--- src/rtl/galc_pkg.sv ---
// Shared state encoding and default geometry for the GALC frame sequencer.
package galc_pkg;

  localparam int PIX_W     = 8;
  localparam int IMG_W_DEF = 640;
  localparam int IMG_H_DEF = 480;

  typedef enum logic [2:0] {
    ST_IDLE,
    ST_CLEAR,
    ST_SCAN,
    ST_FLUSH,
    ST_LATCH,
    ST_DONE
  } galc_state_t;

endpackage

--- src/rtl/galc_xy_cnt.sv ---
// Raster x/y pixel counter: advances on en, wraps per line and per frame,
// and flags the last pixel of the frame.
module galc_xy_cnt
  import galc_pkg::*;
#(
  parameter  int IMG_W = IMG_W_DEF,
  parameter  int IMG_H = IMG_H_DEF,
  localparam int XW    = $clog2(IMG_W),
  localparam int YW    = $clog2(IMG_H)
) (
  input  logic          clk,
  input  logic          reset,
  input  logic          clr,
  input  logic          en,
  output logic [XW-1:0] x_cnt,
  output logic [YW-1:0] y_cnt,
  output logic          last
);

  logic x_end, y_end;

  assign x_end = (x_cnt == XW'(IMG_W - 1));
  assign y_end = (y_cnt == YW'(IMG_H - 1));
  assign last  = x_end && y_end;

  always_ff @(posedge clk or negedge reset) begin
    if (!reset) begin
      x_cnt <= '0;
      y_cnt <= '0;
    end else if (clr) begin
      x_cnt <= '0;
      y_cnt <= '0;
    end else if (en) begin
      if (x_end) begin
        x_cnt <= '0;
        y_cnt <= y_end ? '0 : y_cnt + YW'(1);
      end else begin
        x_cnt <= x_cnt + XW'(1);
      end
    end
  end

endmodule

--- src/rtl/galc_frame_ctrl.sv ---
// Frame sequencer for the GALC datapath: scans the raster, enables GALC on valid
// 3x3 windows, drains its pipeline and latches the atmospheric light.
// Optional stall timeout: define GALC_CTRL_TIMEOUT_EN.
module galc_frame_ctrl
  import galc_pkg::*;
#(
  parameter  int IMG_W     = IMG_W_DEF,
  parameter  int IMG_H     = IMG_H_DEF,
  parameter  int FLUSH_CYC = 2,
`ifdef GALC_CTRL_TIMEOUT_EN
  parameter  int TIMEOUT   = 4096,
`endif
  localparam int XW        = $clog2(IMG_W),
  localparam int YW        = $clog2(IMG_H)
) (
  input  logic             clk,
  input  logic             reset,
  input  logic             start,
  input  logic             pix_valid,
  input  logic [PIX_W-1:0] arg_in,
  input  logic [PIX_W-1:0] agg_in,
  input  logic [PIX_W-1:0] agb_in,
  output logic             galc_clr,
  output logic             galc_rdy,
  output logic             galc_rd,
  output logic             win_hold,
  output logic [XW-1:0]    x_cnt,
  output logic [YW-1:0]    y_cnt,
  output logic             busy,
  output logic             done,
  output logic [PIX_W-1:0] atm_r,
  output logic [PIX_W-1:0] atm_g,
  output logic [PIX_W-1:0] atm_b,
  output logic             atm_valid,
  output logic             err
);

  localparam int FW = (FLUSH_CYC > 1) ? $clog2(FLUSH_CYC) : 1;

  galc_state_t   state, state_nxt;
  logic [FW-1:0] flush_cnt;
  logic          start_ok, cnt_en, last_pix, win_ok, flush_last, stall_hit;

  assign start_ok   = start && ((state == ST_IDLE) || (state == ST_DONE));
  assign cnt_en     = (state == ST_SCAN) && pix_valid;
  assign win_ok     = (x_cnt >= XW'(2)) && (y_cnt >= YW'(2));
  assign flush_last = (flush_cnt == FW'(FLUSH_CYC - 1));

  galc_xy_cnt #(
    .IMG_W (IMG_W),
    .IMG_H (IMG_H)
  ) u_xy_cnt (
    .clk   (clk),
    .reset (reset),
    .clr   (start_ok),
    .en    (cnt_en),
    .x_cnt (x_cnt),
    .y_cnt (y_cnt),
    .last  (last_pix)
  );

`ifdef GALC_CTRL_TIMEOUT_EN
  localparam int TW = $clog2(TIMEOUT + 1);

  logic [TW-1:0] stall_cnt;
  logic          err_q;

  assign stall_hit = (state == ST_SCAN) && !pix_valid && (stall_cnt == TW'(TIMEOUT - 1));
  assign err       = err_q;

  always_ff @(posedge clk or negedge reset) begin
    if (!reset) begin
      stall_cnt <= '0;
      err_q     <= 1'b0;
    end else begin
      if ((state != ST_SCAN) || pix_valid) stall_cnt <= '0;
      else                                 stall_cnt <= stall_cnt + TW'(1);
      if (start_ok)       err_q <= 1'b0;
      else if (stall_hit) err_q <= 1'b1;
    end
  end
`else
  assign stall_hit = 1'b0;
  assign err       = 1'b0;
`endif

  always_comb begin
    state_nxt = state;
    galc_clr  = 1'b0;
    galc_rdy  = 1'b0;
    galc_rd   = 1'b0;
    win_hold  = 1'b0;
    busy      = 1'b0;
    done      = 1'b0;
    unique case (state)
      ST_IDLE: if (start) state_nxt = ST_CLEAR;
      ST_CLEAR: begin
        galc_clr  = 1'b1;
        busy      = 1'b1;
        state_nxt = ST_SCAN;
      end
      ST_SCAN: begin
        busy     = 1'b1;
        galc_rdy = pix_valid && win_ok;
        galc_rd  = pix_valid && win_ok;
        if (stall_hit)               state_nxt = ST_IDLE;
        else if (pix_valid && last_pix) state_nxt = ST_FLUSH;
      end
      // Last window is replayed; re-applying it cannot change a running max.
      ST_FLUSH: begin
        busy     = 1'b1;
        win_hold = 1'b1;
        galc_rdy = 1'b1;
        galc_rd  = 1'b1;
        if (flush_last) state_nxt = ST_LATCH;
      end
      ST_LATCH: begin
        busy      = 1'b1;
        state_nxt = ST_DONE;
      end
      ST_DONE: begin
        done      = 1'b1;
        state_nxt = start ? ST_CLEAR : ST_IDLE;
      end
      default: state_nxt = ST_IDLE;
    endcase
  end

  always_ff @(posedge clk or negedge reset) begin
    if (!reset) begin
      state     <= ST_IDLE;
      flush_cnt <= '0;
      atm_r     <= '0;
      atm_g     <= '0;
      atm_b     <= '0;
      atm_valid <= 1'b0;
    end else begin
      state     <= state_nxt;
      flush_cnt <= (state == ST_FLUSH) ? flush_cnt + FW'(1) : '0;
      if (start_ok) begin
        atm_valid <= 1'b0;
      end else if (state == ST_LATCH) begin
        atm_r     <= arg_in;
        atm_g     <= agg_in;
        atm_b     <= agb_in;
        atm_valid <= 1'b1;
      end
    end
  end

endmodule

--- config.mk ---
export PLATFORM = sky130hd
export DESIGN_NAME = galc_frame_ctrl
export DESIGN_NICKNAME = d
export VERILOG_FILES = /design/src/rtl/galc_pkg.sv /design/src/rtl/galc_xy_cnt.sv /design/src/rtl/galc_frame_ctrl.sv
export SDC_FILE = /design/constraint.sdc
export NUM_CORES = 1
export LEC_CHECK = 0
export CORE_AREA = 2 2 78 80
export DETAILED_ROUTE_END_ITERATION = 8
export DIE_AREA = 0 0 80 82
export PLACE_DENSITY = 0.77
export RECOVER_POWER = 100
export SLEW_MARGIN = 40
export SYNTH_ARGS = -nofsm -noshare
export SYNTH_HDL_FRONTEND = slang
export SYNTH_SLANG_ARGS = --single-unit
--- constraint.sdc ---
create_clock -name clk -period 2.4 [get_ports clk]
set_clock_uncertainty 0.2 [all_clocks]
set_input_delay 0.48 -clock clk [delete_from_list [all_inputs] [get_ports clk]]
set_output_delay 0.48 -clock clk [all_outputs]
set_load 0.01 [all_outputs]
# Word-level counts from Yosys, hierarchy flattened
# Index checks and enable logic that the tools add are counted.
[op_classes] add_sub_neg=3 magnitude_cmp=2 n_eq_ne=10 muxes=20 bitwise=1 n_reduce_logical=15
[op_table] operator="$mux W9" count=4
[op_table] operator="$mux W10" count=3
[op_table] operator="$pmux W3 S6" count=1
[op_table] operator="$add A10 B1 Y10 const B" count=1
[op_table] operator="$eq A10 B10 Y1 const B" count=1
[op_table] operator="$ge A10 B2 Y1 const B" count=1
[op_table] operator="$add A9 B1 Y9 const B" count=1
[op_table] operator="$eq A9 B9 Y1 const B" count=1
[op_table] operator="$ge A9 B2 Y1 const B" count=1
[op_table] operator="$mux W3" count=3
[op_table] operator="$mux W1" count=8
[op_table] operator="$eq A3 B2 Y1 const B" count=2
[op_table] operator="$eq A3 B3 Y1 const B" count=2
[op_table] operator="$logic_and A1 B1 Y1" count=6
[op_table] operator="$reduce_bool A2 Y1" count=3
[op_table] operator="$ne A2 B2 Y1 const B" count=2
[op_table] operator="$reduce_and A2 Y1" count=2
[op_table] operator="$reduce_or A4 Y1" count=1
[op_table] operator="$eq A3 B1 Y1 const B" count=1
[op_table] operator="$logic_not A3 Y1" count=1
[op_table] operator="$reduce_and A3 Y1" count=1
[op_table] operator="$ne A2 B1 Y1 const B" count=1
[op_table] operator="$pmux W1 S2" count=1
[op_table] operator="$add A1 B1 Y1 const B" count=1
[op_table] operator="2 further kinds" count=2
[word_totals] reg_bits=48 in_bits=28 out_inout_bits=51 word_cells=59

# Depth between registers and ports, before layout
[logic_depth] ltp_word=5 ltp_mapped=7 ltp_nobuf=6

# Cells and area by module
# Synthesis repeated with hierarchy kept, for this count alone.
[hier_totals] cells_unflattened=193 area_unflattened_um2=2287.2
[by_module_without_submodules] mod="galc_frame_ctrl" instances=1 cells_per_inst=90 area_each_um2=1247.4 seq_area_each_um2=725.7
[by_module_without_submodules] mod="galc_xy_cnt" instances=1 cells_per_inst=103 area_each_um2=1039.7 seq_area_each_um2=475.5

# Worst setup path before layout
# No wires, ideal clock.
[synth_path] path_kind="reg-to-reg" startpoint="register state[2]" endpoint="register u_xy_cnt.y_cnt[8]" setup_time_ns=0.078 arrival_ns=2.016 required_time_ns=2.122 setup_slack_ns=0.106 path_stages_with_launch=7 path_buffers=2 synth_period_minus_slack_ns=2.294 cell_sequence="dfrtp_1 buf_6 nand4bb_4 or4_1 buf_2 or4b_1 a21oi_1"
[synth_via] elab_chain_cells=5 word_cells_on_any_way=10 cone_classes="eq/ne (2); mux (1); reduce/logical (7)"
[synth_rtl] element="start: declaration" line="galc_frame_ctrl.sv:40" text="galc_state_t state, state_nxt;"
[synth_rtl] element="start signal: assignment" line="galc_frame_ctrl.sv:138" text="state <= state_nxt;"
[synth_rtl] element="$eq A3 B3 Y1 / $logic_not A3 Y1 (equally long branches)" line="galc_frame_ctrl.sv:44" text="assign start_ok = start && ((state == ST_IDLE) || (state == ST_DONE));"
[synth_rtl] element="$logic_or A1 B1 Y1" line="galc_frame_ctrl.sv:44"
[synth_rtl] element="$logic_and A1 B1 Y1" line="galc_frame_ctrl.sv:44"
[synth_rtl] element="$reduce_bool A2 Y1 (no line)"
[synth_rtl] element="$reduce_and A2 Y1 (no line)"
[synth_rtl] element="end signal: assignment" line="galc_xy_cnt.sv:36" text="y_cnt <= y_end ? '0 : y_cnt + YW'(1);"
[synth_rtl] element="end: declaration" line="galc_xy_cnt.sv:16" text="output logic [YW-1:0] y_cnt,"
# Several ways; a longest one is shown, not always the timed one.
# A chain may end at the register's enable or synchronous reset.

# Worst setup path after layout
[layout_path] startpoint="register u_xy_cnt.y_cnt[2]" endpoint="output port galc_rdy"
[layout_via] elab_chain_cells=4
[layout_rtl] element="$ge A9 B2 Y1" line="galc_frame_ctrl.sv:46" text="assign win_ok = (x_cnt >= XW'(2)) && (y_cnt >= YW'(2));"
[layout_rtl] element="$logic_and A1 B1 Y1" line="galc_frame_ctrl.sv:46"
[layout_rtl] element="$logic_and A1 B1 Y1" line="galc_frame_ctrl.sv:104" text="galc_rdy = pix_valid && win_ok;"
[layout_rtl] element="$pmux W1 S2" line="galc_frame_ctrl.sv:95" text="unique case (state)"
[layout_rtl] element="end: declaration" line="galc_frame_ctrl.sv:24" text="output logic galc_rdy,"
# Every way passes these cells.

==> flow_summary_export.csv <==
group,metric,value,unit
outcome,outcome,"finished clean",
grt,groute.layer.met1.usage,21.72,%
logic_synthesis,synthesis.area_per_instance,10.99,sq um
logic_synthesis,yosys_warnings,0,
logic_synthesis,synth_commonest_cells,"48 x dfrtp_1, 24 x mux2_2, 20 x nand2_1",
finish,fraction_of_final_layout_cells_with_drive_strength_greater_than_1,21.47,%
finish,fin_nets,344,
timing,max_freq,0.4232,GHz
logic_synthesis,post_synthesis_simple_gate_area_fraction,19.18,%
die,initial_utilization,39.96,%
power,vdd_drop_max,589.0,uV
finish,fin_cells,387,
grt,grt_pass1_wl,9.404,mm
timing,final_critical_period,2363,ps
grt,antenna_violations_before_repair,0,
clock_tree,cts.path.max_buffers,2,
detailed_routing,drt_wl_total,5.696,mm
clock_tree,clock-root-buffer,"clkbuf_8",
logic_synthesis,netlist-cell-type-count,37,
placement,detailedPlace.worstSlack,-336.0,ps
grt,globalRoute.totalOverflow,0,
finish,antennaDiodeCount,0,
timing,slew_viol_final,0,
die,die_w,80,um
logic_synthesis,dominantRegCellSynth,"dfrtp_1",
setup_path,worstPathRequired,1720,ps
timing,timing_worst_slew_pin_value,1361,ps
die,fp.dieArea,6560,sq um
finish,final-seq-area,1202,sq um
clock_tree,clk_pin_slew_worst_paths,90,ps
logic_synthesis,synth_area_leader_cell,"dfrtp_1",
finish,layout_utilization,60.65,%
logic_synthesis,mappedNetlistNets,241,
logic_synthesis,synth_edf_count,0,
logic_synthesis,synthDominantCellAreaShare,52.32,%
die,top_level_ports,79,
timing,finalWorstSetupSlack,37.21,ps
detailed_routing,initialDrtViolationCount,133,
logic_synthesis,synth-xor-area-share,2.289,%
timing,finalCritPeriodShare,98.45,%
logic_synthesis,combined_area_of_all_synthesized_cells,2296,sq um
job,drv_cap,0,
placement,post-place-cells,377,
placement,port_buffers,77,
setup_path,cp-end-kind,"output pin",
timing,rsz0062_at_grt,"yes",
logic_synthesis,synth_mux_area_share,11.77,%
logic_synthesis,synth_top_area_cells,"dfrtp_1 52%, mux2_2 12%, a21oi_1 3.7%, nand2_1 3.3%, or3_1 2.5%",
logic_synthesis,synth-seq-area-share,52.32,%
timing,final.hold.worst_slack,284.8,ps
logic_synthesis,syn-instance-count,209,
detailed_routing,detailroute.via_count,2030,
detailed_routing,detailedRoute.firstPassIterationCount,4,
die,site_rows,28,
grt,via_count_of_the_first_global_routing_pass,2027,
logic_synthesis,dominant_cell_by_count_in_the_synthesized_netlist,"dfrtp_1",
power,p_per_area,835.8,nW/um^2
detailed_routing,drt.antenna.violating_nets,0,
setup_path,critical_path_fanout_max,2,
logic_synthesis,synth_seq_cells,48,
clock_tree,worst_skew_pair_later_pin_latency,300,ps
detailed_routing,routed_wire_length_per_instance,14.72,um
timing,slew-limit-headroom,9.260,%
timing,finalSetupViolCount,0,
finish,synthToLayoutAreaGrowth,51.77,%
finish,fillerInstances,485,
placement,gp_congestion,0.8274,
setup_path,worst-setup-path-type,"register to output pin",
power,p_leak,1.679,nW
die,die_h,82,um
grt,track_usage,18.32,%
grt,globalRouteMet3Util,5.495,%
grt,maximum_number_of_pins_on_one_net_before_global_route_repair,27,
logic_synthesis,synth-compound-area-share,8.883,%
clock_tree,h-tree-depth,2,
logic_synthesis,dominant_combinational_cell_family_by_area_after_synthesis,"simple AND/OR/NAND/NOR gates",
placement,half_perimeter_wire_length_after_detailed_placement,4.158,mm
clock_tree,clock_sinks,48,
clock_tree,cts_tree,"yes",
worst_hold_path,hold_path.class,"register to register",
timing,timing_hold_violations_final,0,
setup_path,critical_path.startpoint_type,"register",
logic_synthesis,synth-async-reset-ratio,100.0,%
grt,met2_grt_util,31.42,%
setup_path,cp.arrival,1680,ps
finish,multi_input_gate_area_in_the_final_layout,1079,sq um
detailed_routing,drcViolationCount,0,
clock_tree,cts_buffers,5,
detailed_routing,via_per_inst,5.245,
grt,global_route.peak_usage_layer,"met2",
die,fp.coreArea,5746,sq um
logic_synthesis,post_synth_fa_ha_maj_area_fraction,2.180,%
[sequential cells by signal, summed over array words and instances (netlist names)]
signal          cells
atm_b               8
atm_r               8
atm_valid           1
atm_g               8
u_xy_cnt.x_cnt     10
flush_cnt           1
u_xy_cnt.y_cnt      9
state               3
[path summary, 6_finish.rpt]
| kind | startpoint | endpoint | slack (ps) | cells after the start |
|---|---|---|---|---|
| max | u_xy_cnt.y_cnt[2] | galc_rdy | 40 | 5 |
| min | atm_valid | atm_valid | 280 | 1 |
| min in group asynchronous | reset | atm_valid | 810 | 2 |
| max in group asynchronous | reset | state[1] | 390 | 2 |
| min reg2reg | atm_valid | atm_valid | 280 | 1 |
| max reg2reg | u_xy_cnt.x_cnt[7] | u_xy_cnt.y_cnt[1] | 50 | 5 |
[layer usage]
layer / wire (um) / part of all wire, %
met2: 2896 / 51
met5: 0 / 0
met4: 107 / 1.9
met1: 2299 / 40
met3: 392 / 6.9
[kinds of logic (layout without fill, tap and decap cells)]
kind of cell               Yosys count  count (layout)
buffers and inverters               15             118
DFF                                 48              48
and+or+nand+nor                     76              76
muxes                               24              24
adders and majority gates            4               4
AOI/OAI and AO/OA                   35              35
xor gates and xnor gates             6               6
other                                1               1
[layout by cell type (no fill, tap or decap), drive strengths merged, types with 3 or more instances in the layout]
cell / n
buf: 24
clkbuf: 13
o21ai: 8
nor2: 9
nand3: 6
ha: 4
or3: 9
dlygate4sd3: 46
a21o: 3
inv: 5
mux2: 24
dfrtp: 48
nand2: 20
xnor2: 3
nand4: 4
and4: 3
and3: 4
or4: 5
clkdlybuf4s50: 26
xor2: 3
a21oi: 17
nor2b: 4
nor4: 4
[worst max-delay path: stages (launching register included)]
cell     delay (ps)
dfrtp_1         400
nor4_2          260
nand2_1         120
o41ai_2         330
nand2_1         120
buf_2           160
[report_power, final]
group	internal (mW)	switching [mW]
logic	0.605	0.500
registers	1.01	0.122
clock network	0.410	0.266
total	2.02	0.888
[repair_timing]
action,4_1_cts,5_1_grt
pin swaps,3,5
buffers inserted,0,2
gates resized for setup,18,6
hold buffers,1,0
hold endpoints to repair,23,0
endpoints found under the setup margin,8,9
[metrics by stage]
stage | instance area, sq um | total power [mW] | setup TNS [ps]
final | 3485 | 2.912 | 0
after detailed placement | 3321 | 2.297 | -3888
after global placement | 3321 | 2.266 | -3508
after global routing | 3485 | 3.079 | -542.1
after CTS | 3490 | 3.004 | 0
after floorplan | 2296 | 1.646 | 0
[area by class of cell]
class	instances	share of cell area, %
clock buffer	5	1.975
clock inverter	2	1.724
inverter	5	0.5386
multi-input combinational	146	30.95
sequential	48	34.51
tap	75	2.693
timing repair buffer	106	27.61
Note: power is estimated with default switching activity, not from simulation.
